<file path="config.mk">
export PLATFORM = sky130hd
export DESIGN_NAME = dmem_mmio
export DESIGN_NICKNAME = d
export VERILOG_FILES = /design/src/rtl/dmem_mmio.sv
export SDC_FILE = /design/constraint.sdc
export NUM_CORES = 2
export LEC_CHECK = 0
export CORE_ASPECT_RATIO = 1.5
export CORE_MARGIN = 5
export CORE_UTILIZATION = 25
export CTS_BUF_LIST = sky130_fd_sc_hd__clkbuf_4 sky130_fd_sc_hd__clkbuf_8
export CTS_CLUSTER_DIAMETER = 100
export DETAILED_ROUTE_END_ITERATION = 16
export GPL_TIMING_DRIVEN = 0
export PLACE_DENSITY = 0.47
export SLEW_MARGIN = 5
export SYNTH_ARGS = -nofsm -noshare
export SYNTH_HDL_FRONTEND = slang
export SYNTH_SLANG_ARGS = --single-unit
</file>
<file path="constraint.sdc">
create_clock -name clk -period 3.32 [get_ports clk]
set_input_delay 0.664 -clock clk [delete_from_list [all_inputs] [get_ports clk]]
set_output_delay 0.664 -clock clk [all_outputs]
set_load 0.01 [all_outputs]
</file>
<file path="src/rtl/dmem_mmio.sv">
// rtl/dmem_mmio.sv - data memory with switch, LED and timer MMIO
//
// Purpose: word RAM with byte-lane writes plus a memory-mapped peripheral
// block (synchronised switches, LED register, optional compare timer) on the
// core's data port. Reads are combinational; writes commit on rising clk.
//
// Optional feature macro: DMEM_MMIO_TIMER_EN (timer registers, prescaler
// and irq). Without it the timer addresses read 0, ignore writes, irq = 0.
//
// Ports:
//   clk      in   1      system clock, rising edge
//   nreset   in   1      asynchronous active-low reset
//   we       in   1      write enable
//   be       in   4      byte-lane enables (RAM writes only)
//   a        in   32     byte address
//   wd       in   32     write data
//   rd       out  32     combinational read data
//   switches in   SW_W   raw asynchronous switch inputs
//   leds     out  LED_W  LED register
//   irq      out  1      timer match flag (level)

module dmem_mmio #(
  parameter int DEPTH     = 64,
  parameter int SW_W      = 10,
  parameter int LED_W     = 10,
  parameter int PRESCALE  = 1,
  parameter     INIT_FILE = ""
) (
  input  logic             clk,
  input  logic             nreset,
  input  logic             we,
  input  logic [3:0]       be,
  input  logic [31:0]      a,
  input  logic [31:0]      wd,
  output logic [31:0]      rd,
  input  logic [SW_W-1:0]  switches,
  output logic [LED_W-1:0] leds,
  output logic             irq
);

  localparam int AW = $clog2(DEPTH);

  localparam logic [31:0] ADDR_SW  = 32'hC000_0000;
  localparam logic [31:0] ADDR_LED = 32'hC000_0004;

  if (DEPTH < 4 || (DEPTH & (DEPTH - 1)) != 0 || PRESCALE < 1) begin : g_param_check
    $error("dmem_mmio: DEPTH must be a power of 2 >= 4 and PRESCALE >= 1");
  end

  // ---------------------------------------------------------------- RAM
  logic [31:0]   mem_q [DEPTH];
  logic          ram_hit;
  logic [AW-1:0] ram_idx;

  // Any set bit above the RAM window makes the access unmapped, so high
  // addresses never alias onto low words.
  assign ram_hit = (a[31:AW+2] == '0);
  assign ram_idx = a[AW+1:2];

  // RAM is deliberately outside the reset domain so its contents survive nreset.
  always_ff @(posedge clk) begin
    if (we && ram_hit) begin
      for (int i = 0; i < 4; i++) begin
        if (be[i]) mem_q[ram_idx][8*i +: 8] <= wd[8*i +: 8];
      end
    end
  end

  // ------------------------------------------------- switches and LEDs
  logic [SW_W-1:0]  sw_meta_q, sw_sync_q;
  logic [LED_W-1:0] led_q, led_d;

  assign led_d = (we && a == ADDR_LED) ? wd[LED_W-1:0] : led_q;

  always_ff @(posedge clk or negedge nreset) begin
    if (!nreset) begin
      sw_meta_q <= '0;
      sw_sync_q <= '0;
      led_q     <= '0;
    end else begin
      sw_meta_q <= switches;
      sw_sync_q <= sw_meta_q;
      led_q     <= led_d;
    end
  end

  assign leds = led_q;

`ifdef DMEM_MMIO_TIMER_EN
  // -------------------------------------------------------------- timer
  localparam logic [31:0] ADDR_TCNT = 32'hC000_0008;
  localparam logic [31:0] ADDR_TCMP = 32'hC000_000C;
  localparam logic [31:0] ADDR_TCTL = 32'hC000_0010;
  localparam int          PW        = (PRESCALE > 1) ? $clog2(PRESCALE) : 1;

  logic [PW-1:0] pc_q, pc_d;
  logic [31:0]   tcnt_q, tcnt_d;
  logic [31:0]   tcmp_q, tcmp_d;
  logic          en_q, en_d;
  logic          ar_q, ar_d;
  logic          match_q, match_d;
  logic          tick, hit;
  logic          wr_tcnt, wr_tcmp, wr_tctl;

  assign wr_tcnt = we && (a == ADDR_TCNT);
  assign wr_tcmp = we && (a == ADDR_TCMP);
  assign wr_tctl = we && (a == ADDR_TCTL);

  always_comb begin
    tick    = en_q && (pc_q == PW'(PRESCALE - 1));
    hit     = tick && (tcnt_q == tcmp_q);
    pc_d    = pc_q;
    tcnt_d  = tcnt_q;
    tcmp_d  = tcmp_q;
    en_d    = en_q;
    ar_d    = ar_q;
    match_d = match_q;

    if (!en_q || tick) pc_d = '0;
    else               pc_d = pc_q + 1'b1;
    // Disabling restarts the prescaler so a later enable gets a full period.
    if (wr_tctl && !wd[0]) pc_d = '0;

    if (tick) tcnt_d = (hit && ar_q) ? 32'd0 : tcnt_q + 32'd1;
    if (wr_tcnt) tcnt_d = wd;            // CPU write beats a same-cycle tick

    if (wr_tcmp) tcmp_d = wd;

    if (wr_tctl) begin
      en_d = wd[0];
      ar_d = wd[1];
      if (wd[8]) match_d = 1'b0;
    end
    if (hit) match_d = 1'b1;             // a new match beats a same-cycle clear
  end

  always_ff @(posedge clk or negedge nreset) begin
    if (!nreset) begin
      pc_q    <= '0;
      tcnt_q  <= '0;
      tcmp_q  <= '0;
      en_q    <= 1'b0;
      ar_q    <= 1'b0;
      match_q <= 1'b0;
    end else begin
      pc_q    <= pc_d;
      tcnt_q  <= tcnt_d;
      tcmp_q  <= tcmp_d;
      en_q    <= en_d;
      ar_q    <= ar_d;
      match_q <= match_d;
    end
  end

  assign irq = match_q;
`else
  assign irq = 1'b0;
`endif

  // ---------------------------------------------------------- read mux
  always_comb begin
    rd = '0;
    case (a)
      ADDR_SW:   rd[SW_W-1:0]  = sw_sync_q;
      ADDR_LED:  rd[LED_W-1:0] = led_q;
`ifdef DMEM_MMIO_TIMER_EN
      ADDR_TCNT: rd = tcnt_q;
      ADDR_TCMP: rd = tcmp_q;
      ADDR_TCTL: rd = {23'd0, match_q, 6'd0, ar_q, en_q};
`endif
      default:   if (ram_hit) rd = mem_q[ram_idx];
    endcase
  end

endmodule

</file>
==> out/summary.json <==
{
  "ir_drop": {"value": 0.283, "unit": "mV"},
  "worstHoldPathType": {"value": "input pin to register"},
  "synth_top_flop_cell": {"value": "sky130_fd_sc_hd__edfxtp_1"},
  "cts.htree.levels": {"value": 5},
  "critical-path-max-stage-delay": {"value": 610, "unit": "ps"},
  "clk_pin_slew_worst_paths": {"value": 60, "unit": "ps"},
  "destination_of_the_critical_timing_path": {"value": "rd[17]"},
  "final_core_utilization": {"value": 32.1, "unit": "%"},
  "rr_startpoint": {"value": "leds[6]"},
  "initial_utilization": {"value": 25.1, "unit": "%"},
  "startpoint_type": {"value": "register"},
  "fin_worst_skew": {"value": 4.78, "unit": "ps"},
  "slew_headroom": {"value": 1.84, "unit": "%"},
  "number_of_filler_cells_placed_in_the_layout": {"value": 30900},
  "worstSetupEndpointType": {"value": "output pin"},
  "final_period_minus_worst_setup_slack": {"value": 3870, "unit": "ps"},
  "timing.final.ws_setup": {"value": -545, "unit": "ps"},
  "power_density": {"value": 529, "unit": "nW/um2"},
  "mostFrequentLayoutCell": {"value": "sky130_fd_sc_hd__edfxtp_1"},
  "number_of_synthesized_register_bits": {"value": 2078},
  "core-area": {"value": 322000, "unit": "um2"},
  "numPortBuffers": {"value": 118},
  "cts_tree": {"value": "built"},
  "hold_viol_final": {"value": 0},
  "signal_arrival_time_at_the_worst_endpoint": {"value": 3200, "unit": "ps"},
  "crit_slowest_cell": {"value": "sky130_fd_sc_hd__mux4_2"},
  "grt_pass1_wl": {"value": 430000, "unit": "um"},
  "avgSynthCellArea": {"value": 21.1, "unit": "um2"},
  "dp.cells": {"value": 8212},
  "totalPowerFinal": {"value": 54.7, "unit": "mW"},
  "syn2layout_area_growth": {"value": 28.0, "unit": "%"},
  "floorplan.rows": {"value": 255},
  "floorplan.die.height": {"value": 706, "unit": "um"},
  "reg2reg_to": {"value": "leds[6]"},
  "cap_violations": {"value": 0},
  "via_count": {"value": 45300},
  "fin_nets": {"value": 4691},
  "number_of_pins_with_negative_max_slew_slack_in_the_final_report": {"value": 0},
  "fmax": {"value": 0.259, "unit": "GHz"},
  "synthArstFlopShare": {"value": 1.44, "unit": "%"},
  "wl_per_cell": {"value": 36.7, "unit": "um"},
  "grt_antenna_before_repair": {"value": 18},
  "ctsLongestPathBuffers": {"value": 4},
  "layout.cells.non_filler": {"value": 9080},
  "most-common-layout-cells": {"value": "sky130_fd_sc_hd__edfxtp_1, sky130_fd_sc_hd__mux4_2, sky130_fd_sc_hd__clkbuf_8"},
  "grt-ovfl-total": {"value": 0},
  "violated_checks": {"value": "setup timing"},
  "launching_instance_or_port_of_the_critical_path": {"value": "mem_q[59][17]"},
  "grt_max_degree": {"value": 65},
  "reg2reg_setup_slack": {"value": 2520, "unit": "ps"},
  "setup_viol": {"value": 423},
  "unrepaired_setup_endpoints_after_global_routing": {"value": "yes"},
  "reg2regPathDepth": {"value": 1},
  "worstPathRequired": {"value": 2660, "unit": "ps"},
  "final.period_utilization": {"value": 116, "unit": "%"},
  "place.detailed.hpwl": {"value": 226000, "unit": "um"},
  "synth-edff-count": {"value": 2048},
  "ant_nets": {"value": 0},
  "cts_root_buffer": {"value": "sky130_fd_sc_hd__clkbuf_8"},
  "criticalPathCategory": {"value": "register to output pin"},
  "power.static_leakage": {"value": 32.3, "unit": "nW"},
  "drc_markers": {"value": 0},
  "max_slew.worst_pin.slew": {"value": 1470, "unit": "ps"},
  "via_per_inst": {"value": 4.99},
  "cts_buffers": {"value": 324},
  "die_span_x": {"value": 474, "unit": "um"},
  "gr-usage-all-layers": {"value": 19.3, "unit": "%"},
  "drive_above_1_share": {"value": 43.7, "unit": "%"},
  "finalWirelength": {"value": 333000, "unit": "um"},
  "clock_latency": {"value": 960, "unit": "ps"},
  "run_status": {"value": "finished, violations left"},
  "post_synthesis_sequential_area_ratio": {"value": 77.2, "unit": "%"},
  "synthesis.instances": {"value": 3814},
  "crit_path_cell_trace": {"value": "mux4_2 > mux4_2 > a22oi_2 > a21oi_4 > buf_6"},
  "crit_path_max_fanout": {"value": 1},
  "synth-warning-count": {"value": 0},
  "netlist-cell-type-count": {"value": 52},
  "synthesis.area": {"value": 80700, "unit": "um2"},
  "worst_path_most_repeated_cell": {"value": "sky130_fd_sc_hd__mux4_2"},
  "floorplan.die_area": {"value": 334000, "unit": "um2"},
  "synth_fp_nets": {"value": 3895},
  "ios": {"value": 124},
  "clock_sinks": {"value": 2078},
  "first_pass_iters": {"value": 7},
  "drt-initial-drc-count": {"value": 5428},
  "setup_tns": {"value": -36870, "unit": "ps"},
  "vias_in_the_first_global_route": {"value": 45900},
  "place_congestion": {"value": 0.925},
  "place_worst_setup_slack": {"value": -3960, "unit": "ps"}
}
-- layout make-up --
cell class / count / area (um2) / area share, %
buffer: 210 / 3350 / 3.25
timing repair buffer: 482 / 5680 / 5.50
clock inverter: 117 / 644 / 0.624
clock buffer: 433 / 5360 / 5.19
sequential: 2078 / 62200 / 60.3
antenna: 6 / 15.0 / 0.0145
multi-input combinational: 1512 / 20600 / 20.0
inverter: 2 / 16.3 / 0.0158
tap: 4240 / 5310 / 5.14
-- through the flow --
step                hold WS, ps  area, um2
floorplan                   331      80700
global placement            334      87100
detailed placement          336      87800
CTS                        26.2     101000
global route               87.4     103000
finish                      106     103000
-- synthesized netlist by cell type, types with 16 or more instances --
master	n	area [um2]
sky130_fd_sc_hd__mux2i_1	254	2540
sky130_fd_sc_hd__a211oi_1	16	120
sky130_fd_sc_hd__o22ai_1	76	475
sky130_fd_sc_hd__nor2b_1	16	100
sky130_fd_sc_hd__a22oi_1	85	638
sky130_fd_sc_hd__mux4_2	469	10600
sky130_fd_sc_hd__nand3_1	33	165
sky130_fd_sc_hd__edfxtp_1	2048	61500
sky130_fd_sc_hd__clkbuf_1	85	319
sky130_fd_sc_hd__buf_4	29	218
sky130_fd_sc_hd__nor2_1	311	1170
sky130_fd_sc_hd__a21oi_1	46	230
sky130_fd_sc_hd__buf_2	70	350
sky130_fd_sc_hd__dfrtp_1	30	751
sky130_fd_sc_hd__buf_1	17	63.8
sky130_fd_sc_hd__nand2_1	88	330
sky130_fd_sc_hd__buf_6	21	236
-- worst min-delay path by stage --
stage / depth (start not counted) / slack (ps) / endpoint / start
after floorplan: 0 / 330 / sw_sync_q[0] / sw_meta_q[0]
after global placement: 0 / 330 / sw_sync_q[4] / sw_meta_q[4]
after detailed placement: 0 / 340 / sw_sync_q[8] / sw_meta_q[8]
after CTS: 1 / 30 / mem_q[48][12] / wd[12]
after global routing: 1 / 90 / mem_q[48][12] / wd[12]
final: 1 / 110 / mem_q[19][30] / wd[30]
-- timing repair --
| item | 4_1_cts | 5_1_grt |
|---|---|---|
| hold endpoints to repair | 0 | 30 |
| cloned | 7 | 4 |
| gates resized for setup | 1340 | 224 |
| hold buffers | 0 | 1 |
| buffers inserted | 213 | 105 |
| pin swaps | 143 | 113 |
| setup endpoints to repair | 2080 | 761 |
-- registers in the layout, indices dropped and copies added (netlist names) --
register	cells
leds	10
mem_q	2048
sw_meta_q	10
sw_sync_q	10
-- report_power, final --
group          switching (mW)  internal (mW)
combinational            2.87           1.83
sequential            0.00312           28.8
clock                    10.4           10.8
total                    13.3           41.4
-- cell families (layout without fill, tap and decap cells) --
logic type / Yosys count / count (layout) / synth area share, %
AO/OA/AOI/OAI: 265 / 265 / 2.20
buffers and inverters: 224 / 1244 / 1.48
flip-flops: 2078 / 2078 / 77.2
multiplexers: 736 / 736 / 16.4
other: 1 / 7 / 0.00465
AND/OR/NAND/NOR: 510 / 510 / 2.70
-- per-layer routing --
metal | vias up | share of wire, % | track usage, %
met4 | 8 | 8.7 | 13.5
met3 | 776 | 7.6 | 3.92
met5 | - | 0.015 | 0
li1 | 17500 | - | -
met1 | 24500 | 35 | 21.8
met2 | 2539 | 49 | 32.5
-- worst max-delay path, delay by kind of cell (launching register included) --
kind	cells	cell delay [ps]
buffers and inverters	1	160
flip-flops	1	370
AO/OA/AOI/OAI	2	580
multiplexers	2	1130
Power figures use the tool's default switching activity.
